$ cat config.mk
export PLATFORM = sky130hd
export DESIGN_NAME = module_monitor_reloj
export DESIGN_NICKNAME = d
export VERILOG_FILES = /design/src/rtl/module_monitor_reloj.sv
export SDC_FILE = /design/constraint.sdc
export NUM_CORES = 1
export LEC_CHECK = 0
export BUFFER_PORTS_ARGS = -buffer_cell sky130_fd_sc_hd__clkbuf_2
export CAP_MARGIN = 25
export CELL_PAD_IN_SITES_DETAIL_PLACEMENT = 1
export CELL_PAD_IN_SITES_GLOBAL_PLACEMENT = 2
export CORE_MARGIN = 2
export CORE_UTILIZATION = 34
export DETAILED_ROUTE_END_ITERATION = 8
export GPL_ROUTABILITY_DRIVEN = 0
export HOLD_SLACK_MARGIN = 0.15
export PLACE_DENSITY_LB_ADDON = 0.2
export SLEW_MARGIN = 20
export SYNTH_ARGS = -nofsm -noshare
export SYNTH_HDL_FRONTEND = slang
export SYNTH_SLANG_ARGS = --single-unit
$ cat constraint.sdc
create_clock -name clk -period 2.3 [get_ports clk]
set_input_delay 0.46 -clock clk [delete_from_list [all_inputs] [get_ports clk]]
set_output_delay 0.46 -clock clk [all_outputs]
set_load 0.03 [all_outputs]
$ cat src/rtl/module_monitor_reloj.sv
// Frequency/activity monitor: counts synchronized rising edges of sig_in over a
// fixed gate window of clk cycles and flags whether the count is in range.
module module_monitor_reloj #(
  parameter int GATE_CYCLES = 100_000,
  parameter int CNT_W       = 17,
  parameter int EXP_MIN     = 9_990,
  parameter int EXP_MAX     = 10_010
) (
  input  logic             clk,
  input  logic             rst,
  input  logic             en,
  input  logic             sig_in,
  output logic [CNT_W-1:0] count_out,
  output logic             valid,
  output logic             pass,
  output logic             fail,
  output logic [1:0]       led
);

  localparam int                GATE_W    = $clog2(GATE_CYCLES + 1);
  localparam logic [GATE_W-1:0] GATE_LOAD = GATE_W'(GATE_CYCLES - 1);
  localparam logic [CNT_W-1:0]  CNT_MAX   = '1;
  localparam logic [CNT_W-1:0]  MIN_C     = CNT_W'(EXP_MIN);
  localparam logic [CNT_W-1:0]  MAX_C     = CNT_W'(EXP_MAX);

  typedef enum logic [1:0] {
    IDLE,
    MEASURE,
    EVAL
  } state_t;

  state_t              state_q, state_d;
  logic                s1_q, s2_q, s3_q;
  logic                rise;
  logic                in_range;
  logic [GATE_W-1:0]   gate_q, gate_d;
  logic [CNT_W-1:0]    edges_q, edges_d;
  logic [CNT_W-1:0]    count_q, count_d;
  logic                valid_q, valid_d;
  logic                pass_q, pass_d;
  logic                fail_q, fail_d;
  logic [1:0]          led_q, led_d;

  assign rise     = s2_q & ~s3_q;
  assign in_range = (edges_q >= MIN_C) && (edges_q <= MAX_C);

  always_comb begin
    state_d = state_q;
    gate_d  = gate_q;
    edges_d = edges_q;
    count_d = count_q;
    valid_d = 1'b0;
    pass_d  = pass_q;
    fail_d  = fail_q;
    case (state_q)
      IDLE: begin
        if (en) begin
          state_d = MEASURE;
          gate_d  = GATE_LOAD;
          edges_d = '0;
        end
      end
      MEASURE: begin
        // Dropping en abandons the window; the published results stay untouched.
        if (!en) begin
          state_d = IDLE;
          edges_d = '0;
        end else begin
          if (rise && (edges_q != CNT_MAX)) begin
            edges_d = edges_q + 1'b1;
          end
          if (gate_q == '0) begin
            state_d = EVAL;
          end else begin
            gate_d = gate_q - 1'b1;
          end
        end
      end
      EVAL: begin
        count_d = edges_q;
        valid_d = 1'b1;
        pass_d  = in_range;
        fail_d  = ~in_range;
        if (en) begin
          state_d = MEASURE;
          gate_d  = GATE_LOAD;
          edges_d = '0;
        end else begin
          state_d = IDLE;
        end
      end
      default: begin
        state_d = IDLE;
      end
    endcase
    led_d = {fail_d, pass_d};
  end

  always_ff @(posedge clk or posedge rst) begin
    if (rst) begin
      state_q <= IDLE;
      s1_q    <= 1'b0;
      s2_q    <= 1'b0;
      s3_q    <= 1'b0;
      gate_q  <= '0;
      edges_q <= '0;
      count_q <= '0;
      valid_q <= 1'b0;
      pass_q  <= 1'b0;
      fail_q  <= 1'b0;
      led_q   <= 2'b00;
    end else begin
      state_q <= state_d;
      s1_q    <= sig_in;
      s2_q    <= s1_q;
      s3_q    <= s2_q;
      gate_q  <= gate_d;
      edges_q <= edges_d;
      count_q <= count_d;
      valid_q <= valid_d;
      pass_q  <= pass_d;
      fail_q  <= fail_d;
      led_q   <= led_d;
    end
  end

  assign count_out = count_q;
  assign valid     = valid_q;
  assign pass      = pass_q;
  assign fail      = fail_q;
  assign led       = led_q;

endmodule

Word-level counts from Yosys, hierarchy flattened. Cells that the tools add are included.

Register bits: 61. Input port bits: 4. Output and inout bits: 22. Logic and storage cells: 52.

Add/sub/neg operators: 2. Order comparisons: 2. Eq/ne operators: 9. Multiplexer cells: 16. Bitwise gates (word level): 3. Reduce and logical (&&, ||, !) cells: 9.

Operators by type and width (count): 2-to-1 mux 17 bit (6); case mux 17 bit (2 select lines) (2); adder 17 x 1 -> 17 bit, second input constant (1); >= comparator 17 x 14 -> 1 bit, second input constant (1); less-or-equal comparator 17 x 14 -> 1 bit, second input constant (1); logical NOT 17 bit (1); != test 17 bit, second input constant (1); subtractor 17 x 1 -> 17 bit, second input constant (1); 2-to-1 mux 2 bit (3); != test 2 bit, second input constant (3); != test 3 bit, second input constant (2); case mux 2 bit (3 select lines) (1); 2-to-1 mux 1 bit (4); AND reduction 4 bit (1); AND reduction 3 bit (1); equality test 2 x 1 -> 1 bit, second input constant (1); equality test 2 bit, second input constant (1); logical AND 1 bit (2); logical NOT 2 bit (1); != test 2 x 1 -> 1 bit, second input constant (1); inverter 1 bit (2); AND reduction 2 bit (1); nonzero test 2 bit (1); OR reduction 2 bit (1); bitwise AND 1 bit (1).

Logic depth before layout (Yosys ltp). Gate-level depths: netlist of run 1.

Depth in word-level cells: 6. Depth in mapped cells: 10. Depth with buffers taken out: 9.

Worst setup path after synthesis of run 1. OpenSTA, ideal clock, no wires.

Kind: register -> register. Start: register edges_q[3]. End: register edges_q[14]. Library setup time: 0.132 ns. Arrival time: 2.248 ns. Setup slack: -0.080 ns. Stages on the path, launching flop included: 11. Period minus slack after synthesis: 2.380 ns. Cells stage by stage: dfrtp_1 buf_2 nand4_1 nor4_1 and4_1 ha_1 or3b_4 a2111oi_4 nand4_1 xor2_1 nor2_1.

Longest elaborated chain between the ends: 4.

Ends and longest elaborated chain: start: declaration (line 37) `logic [CNT_W-1:0] edges_q, edges_d;`; start signal: assignment (line 118) `edges_q <= edges_d;`; adder 17 x 1 -> 17 bit or != test 17 bit (tied branches) (line 70, 69); 2-to-1 mux 17 bit or logical AND 1 bit (tied branches) (line 69) `if (rise && (edges_q != CNT_MAX)) begin`; 2-to-1 mux 17 bit or != test 3 bit (tied branches); case mux 17 bit (2 select lines) or AND reduction 3 bit (tied branches).

Several ways; a longest one is shown, not always the timed one. The select of a mux whose other input is x is not followed. A chain may end at the register's enable or synchronous reset.

Final worst setup path of run 1.
Start: register edges_q[5]. End: register edges_q[15].

The elaborated chain is that of the path after synthesis.

==> summary.txt, run 1 <==
Critical path
  – Critical R2R Capture: edges_q[15]
  – Slowest cell delay on critical path: 0.41 ns
  – Flop-to-flop setup slack: -0.03 ns
  – Worst R2R Start: edges_q[5]
  – CP arrival: 2.55 ns
  – Top Family by Delay on Critical Path: simple AND/OR/NAND/NOR gates
  – Slowest cell on the critical path: or3b_4
  – FF-to-FF path depth: 10
  – Crit Path Category: reg2reg
  – WP data required: 2.53 ns
  – Worst Setup Start Kind: register
  – Critical-path maximum fanout: 7
  – Crit path cell chain: nand4_1, nor4_2, and4_1, ha_2, or3b_4, a2111oi_4, buf_4, nand3_1, xor2_1, nor2_1
  – CP Capture Type: register
  – Bufs and invs on worst path: 1

Placed design
  – Port Buffer Count: 25
  – Final HPWL from detailed placement: 4760 um
  – Post-place instance area: 3250 um2
  – Dpl ws: -0.0540 ns

Clock network
  – Clk slew on worst S/H paths: 0.08 ns
  – Clk Tree Root Cell: clkbuf_8
  – Worst-Skew Late Latency: 0.34 ns
  – CTS sink count: 59
  – CTS Buf Count: 9
  – CTS Buffer Depth: 2
  – TritonCTS clock tree: yes
  – H-tree depth: 3

Logic synthesis
  – Synth Cell Area: 2830 um2
  – Yosys top cell by area: dfrtp_1
  – Synth top area cells: dfrtp_1, nand2_1, xor2_1
  – Fraction of registers with async set/reset: 100%
  – Post-synth cell types: 47
  – Net count after synthesis: 297
  – Seq/Total Area, Yosys: 52.2%
  – Yosys warning count: 0
  – Avg Synthesized Cell Area: 9.81 um2
  – Count leader, synth: nand2_1
  – Top post-synthesis cells by count: nand2_1, dfrtp_1, nor2_1, xor2_1, nand3_1
  – FF+latch count, synth: 59
  – Synth Flop Type: dfrtp_1
  – Post-synth EDFFs: 0
  – Post-Syn Instances: 288
  – Post-synth top area share: 52.2%

Timing
  – Setup slack after layout: -0.0250 ns
  – Worst Max-Slew Pin Slew: 0.601 ns
  – Final-report hold violation count: 0
  – Final setup violation count: 6
  – Final Max Slew Viols: 0
  – Fmax: 0.430 GHz
  – RSZ-0062 raised after global routing: yes
  – Fin crit share: 101%
  – Worst clock skew: 0.0155 ns
  – Slew Limit Headroom: 59.9%
  – Setup TNS: -0.0585 ns
  – Tmin final: 2.33 ns

Cells and area
  – Layout cells sized above 1: 25.4%
  – Post-route cell area: 3510 um2
  – Area growth, synth to finish: 24.3%
  – N_diodes: 0
  – Fin nets: 351
  – Post-layout util: 43.2%

GRT
  – Number of global-route vias before repair: 2,210
  – Largest net degree at the start of global routing: 27
  – First-pass GRT wire length: 11,100 um
  – Grt ovf: 0
  – Total track usage: 16.4%
  – Initial antenna violation count: 0

Power and ir drop
  – VDD IR-drop max: 0.274 mV
  – Pwr/cell area: 661 nW/um2
  – LEAKAGE: 1.66 nW

Run status
  – Failing checks: setup timing
  – Status: finished with violations

Flow run
  – Max Cap Viol: 0

Drt
  – Drt pass-1 iters: 4
  – Vias per cell: 4.83
  – Post-route ant nets: 0
  – Via count: 2,181
  – DRC viols: 0
  – Iter 0 DRT Violations: 54
  – DR WL/cell: 14.9 um
  – Drt total wl: 6720 um

Die
  – IO Pins: 26
  – Die W: 95.2 um
  – Die ar.: 9060 um2
  – FP Rows: 33
  – Core region area: 8130 um2
  – Starting density of the core: 34.7%
  – Die height: 95.2 um

Worst hold path
  – HP Class: in2async
==> state kept, by name, indices dropped and copies added, names as in the netlist <==
signal     cells
count_out     17
edges_q       17
fail           1
gate_q        17
led            1
s1_q           1
s2_q           1
s3_q           1
state_q        2
valid          1
==> worst max path at each step <==
stage / from / endpoint / slack, ns / cells past startpoint
2_1_floorplan: edges_q[3] / edges_q[14] / -0.08 / 10
3_3_place_gp: edges_q[5] / edges_q[13] / 0.01 / 10
3_5_place_dp: edges_q[5] / edges_q[15] / -0.05 / 10
4_1_cts: edges_q[4] / edges_q[15] / -0.03 / 10
5_1_grt: edges_q[5] / edges_q[5] / -0.14 / 10
6_report: edges_q[5] / edges_q[15] / -0.03 / 10
==> final cells by class <==
class                   count  area (um2)
well taps                 105         131
inverters                   8        30.0
fillers                   967        4620
clock buffers              12         145
multi-input cells         209        1290
clock inverters             4        73.8
flip-flops and latches     59        1480
repair buffers             55         367
==> cells by family after synthesis <==
logic type      Yosys count  synth area share, %
compound gates           23                 7.48
xor+xnor                 23                 7.13
fa+ha+maj                 5                 2.21
buf+inv                  20                 3.01
flops                    59                 52.2
mux                       4                 1.46
simple gates            154                 26.5
==> report_power, final <==
part	switching [mW]	internal (mW)	leakage, nW
combinational	0.108	0.0618	0.781
clock	0.423	0.641	0.111
sequential	0.0263	1.06	0.767
total	0.557	1.77	1.66
==> layout by cell type, fill, tap and decap left out, types with 4 or more instances in the layout <==
cell type	n
and2_1	5
buf_4	28
clkbuf_2	25
clkbuf_8	10
dfrtp_1	59
ha_1	4
inv_1	6
nand2_1	64
nand2b_1	5
nand3_1	10
nand4_1	9
nor2_1	31
nor3_1	8
o21ai_0	4
xor2_1	20
==> per-layer routing <==
| metal | track usage, % | vias up | wire length [um] |
|---|---|---|---|
| met3 | 4.98 | 9 | 204 |
| li1 | - | 1072 | - |
| met5 | 0 | - | 0 |
| met2 | 26.8 | 27 | 3370 |
| met1 | 19.7 | 1073 | 3020 |
| met4 | 8.09 | 0 | 120 |
==> what timing repair did <==
action / 4_1_cts / 5_1_grt
pin swaps: 3 / 13
resized for setup: 1 / 6
hold buffers: 0 / 0
buffers inserted: 2 / 1
setup endpoints to repair: 12 / 14
==> worst register-to-register path, stage by stage (launching register included) <==
cell	delay (ns)
dfrtp_1	0.39
nand4_1	0.14
nor4_2	0.08
and4_1	0.20
ha_2	0.16
or3b_4	0.41
a2111oi_4	0.30
buf_4	0.20
nand3_1	0.10
xor2_1	0.18
nor2_1	0.06
==> metrics by stage <==
stage / power, mW / cells / hold WS, ns
after floorplan: 1.22 / 288 / 0.331
after global placement: 1.28 / 433 / 0.350
after detailed placement: 1.28 / 433 / 0.339
after CTS: 2.36 / 451 / 0.176
after global routing: 2.43 / 452 / 0.206
final: 2.32 / 452 / 0.169
Note: power is estimated with default switching activity, not from simulation.
==> inputs of run 2 (changes only) <==
Settings changed: ABC_AREA from default to 1, CORE_UTILIZATION 34 to 31, PLACE_DENSITY from default to 0.81, PLACE_DENSITY_LB_ADDON 0.2 to default.
==> run 2 against run 1 <==
  * The run now ends clean
  * Critical endpoint is now edges_q[6]
  * Power increased by 20%
  * Area after synthesis grew 11%
  * Largest power group unchanged
  * Clock power barely moved
  * Routed wire length increased by 25%
  * Sequential share of layout area is 2.6 points lower
  * Clock skew fell by 0.0026 ns
  * Register-to-register slack improved by 0.22 ns
  * Critical path type unchanged
  * First-iteration DRC count increased by 140%
  * Final cell count grew 35%
  * Global-route usage is 0.35 points higher
  * Highest routed layer unchanged
  * Die area increased by 21%
==> summary.txt, run 2 <==
Flow run
  – Max Cap Viol: 0

Drt
  – Iter 0 DRT Violations: 132
  – DR WL/cell: 13.8 um
  – Via count: 2,878
  – Drt pass-1 iters: 7
  – Drt total wl: 8400 um
  – Post-route ant nets: 0
  – DRC viols: 0
  – Vias per cell: 4.73

Clock network
  – Worst-Skew Late Latency: 0.35 ns
  – H-tree depth: 3
  – Clk slew on worst S/H paths: 0.08 ns
  – CTS sink count: 59
  – TritonCTS clock tree: yes
  – Clk Tree Root Cell: clkbuf_8
  – CTS Buf Count: 9
  – CTS Buffer Depth: 2

Critical path
  – CP arrival: 2.37 ns
  – Critical-path maximum fanout: 6
  – Crit Path Category: reg2reg
  – WP data required: 2.56 ns
  – CP Capture Type: register
  – Worst Setup Start Kind: register

Logic synthesis
  – Count leader, synth: nand2_1
  – FF+latch count, synth: 59
  – Post-Syn Instances: 429
  – Fraction of registers with async set/reset: 100%
  – Post-synth cell types: 26
  – Post-synth top area share: 47.1%
  – Yosys top cell by area: dfrtp_1
  – Avg Synthesized Cell Area: 7.30 um2
  – Synth top area cells: dfrtp_1, nand2_1, nand3_1
  – Yosys warning count: 0
  – Synth Cell Area: 3130 um2
  – Top post-synthesis cells by count: nand2_1, dfrtp_1, nor2_1, nand3_1, inv_1
  – Post-synth EDFFs: 0
  – Synth Flop Type: dfrtp_1
  – Net count after synthesis: 438
  – Seq/Total Area, Yosys: 47.1%

GRT
  – Total track usage: 16.8%
  – Grt ovf: 0
  – Initial antenna violation count: 0
  – First-pass GRT wire length: 14,700 um
  – Largest net degree at the start of global routing: 60
  – Number of global-route vias before repair: 3,021

Power and ir drop
  – VDD IR-drop max: 0.342 mV
  – Internal power: 1.92 mW
  – Psw: 0.860 mW
  – Sw Ratio: 31.0%
  – Logic pwr share: 18.1%
  – Total power draw: 2.78 mW
  – LEAKAGE: 1.87 nW
  – Flop pwr share: 43.1%
  – Clk pwr share: 38.8%
  – Pwr/cell area: 742 nW/um2

Run status
  – Status: completed

Cells and area
  – Fillcell total: 1,257
  – N_diodes: 0
  – Area growth, synth to finish: 19.5%
  – Most frequent cells in the layout: nand2_1, dfrtp_1, nor2_1, nand3_1, inv_1
  – Layout cells sized above 1: 15.6%
  – Commonest non-fill, non-tap cell in the layout: nand2_1
  – Post-route cell area: 3740 um2
  – Cell Count, Final, Fillers Out: 608
  – Fin nets: 479
  – Post-layout util: 38.3%

Timing
  – Worst clock skew: 0.0129 ns
  – Tmin final: 2.11 ns
  – Setup slack after layout: 0.192 ns
  – Slew Limit Headroom: 45.9%
  – Fmax: 0.474 GHz
  – Final-report hold violation count: 0
  – Setup TNS: 0 ns
  – Final setup violation count: 0
  – Worst Max-Slew Pin Slew: 0.811 ns
  – Final Max Slew Viols: 0
  – WHS: 0.161 ns
  – Fin crit share: 91.7%

Placed design
  – Placed cells: 589
  – Dpl ws: 0.0102 ns
  – Post-place instance area: 3470 um2
  – Port Buffer Count: 25
  – Final HPWL from detailed placement: 6110 um

Die
  – Die ar.: 10,900 um2
  – Die W: 105 um
  – FP Rows: 36
  – Starting density of the core: 32.1%
  – Core region area: 9770 um2
  – Die height: 105 um
  – IO Pins: 26

Worst hold path
  – HP Class: in2async
## run 2: repair_timing
| action | in CTS | in global routing |
|---|---|---|
| buffers inserted | 0 | 2 |
| resized for setup | 1 | 5 |
| endpoints found under the setup margin | 5 | 16 |
| hold buffers | 0 | 0 |
| hold endpoints to repair | 0 | 0 |
| pin swaps | 0 | 2 |
| cloned | 0 | 1 |
## run 2: final timing paths
| kind | startpoint | to | slack (ns) | cells after the start |
|---|---|---|---|---|
| setup reg to reg | edges_q[0] | edges_q[6] | 0.19 | 14 |
| hold reg to reg | s1_q | s2_q | 0.35 | 0 |
| max in group asynchronous | rst | edges_q[6] | 1.87 | 3 |
| setup / recovery | edges_q[0] | edges_q[6] | 0.19 | 14 |
| hold / removal | rst | gate_q[7] | 0.16 | 3 |
| min in group clk | sig_in | s1_q | 0.23 | 1 |
## run 2: cells by family (layout without fill, tap and decap cells)
| group | count (synthesis) | count (layout) | share of synthesized area, % |
|---|---|---|---|
| AOI/OAI and AO/OA | 38 | 38 | 6.31 |
| buffers and inverters | 57 | 102 | 7.67 |
| adders and majority gates | 5 | 5 | 2.00 |
| xor gates and xnor gates | 5 | 5 | 1.40 |
| and+or+nand+nor | 265 | 266 | 35.5 |
| DFF | 59 | 59 | 47.1 |
## run 2: layout make-up
cell class / instances / area (um2) / area share [%]
Sequential cell: 59 / 1480 / 39.4
Multi-Input combinational cell: 314 / 1450 / 38.8
Timing Repair Buffer: 40 / 250 / 6.68
Inverter: 46 / 173 / 4.61
Tap cell: 133 / 166 / 4.45
Clock buffer: 10 / 138 / 3.68
Clock inverter: 6 / 88.8 / 2.37
## run 2: routing by layer
| layer | vias to the layer above | global-route usage (%) | part of all wire, % |
|---|---|---|---|
| met2 | 38 | 28.4 | 48 |
| met1 | 1396 | 21.4 | 48 |
| li1 | 1438 | - | - |
| met4 | 0 | 3.76 | 0.79 |
| met5 | - | 0 | 0 |
| met3 | 6 | 4.37 | 2.8 |
## run 2: critical path: stages (launching register included)
cell,delay [ns]
dfrtp_1,0.42
ha_4,0.17
nand2_1,0.07
nor2_2,0.12
nand2_1,0.10
nor4_2,0.23
ha_1,0.20
inv_1,0.04
nand3b_1,0.09
nand2_2,0.09
nand2_4,0.12
nor2_2,0.07
inv_2,0.12
nand2_1,0.06
a21oi_1,0.11
## run 2: power groups by stage
stage	Clock, mW	Combinational (mW)	Sequential (mW)
final	1.08	0.504	1.20
after detailed placement	0	0.491	1.21
after CTS	1.11	0.496	1.19
after global placement	0	0.479	1.21
after global routing	1.16	0.587	1.21
after floorplan	0	0.371	1.19
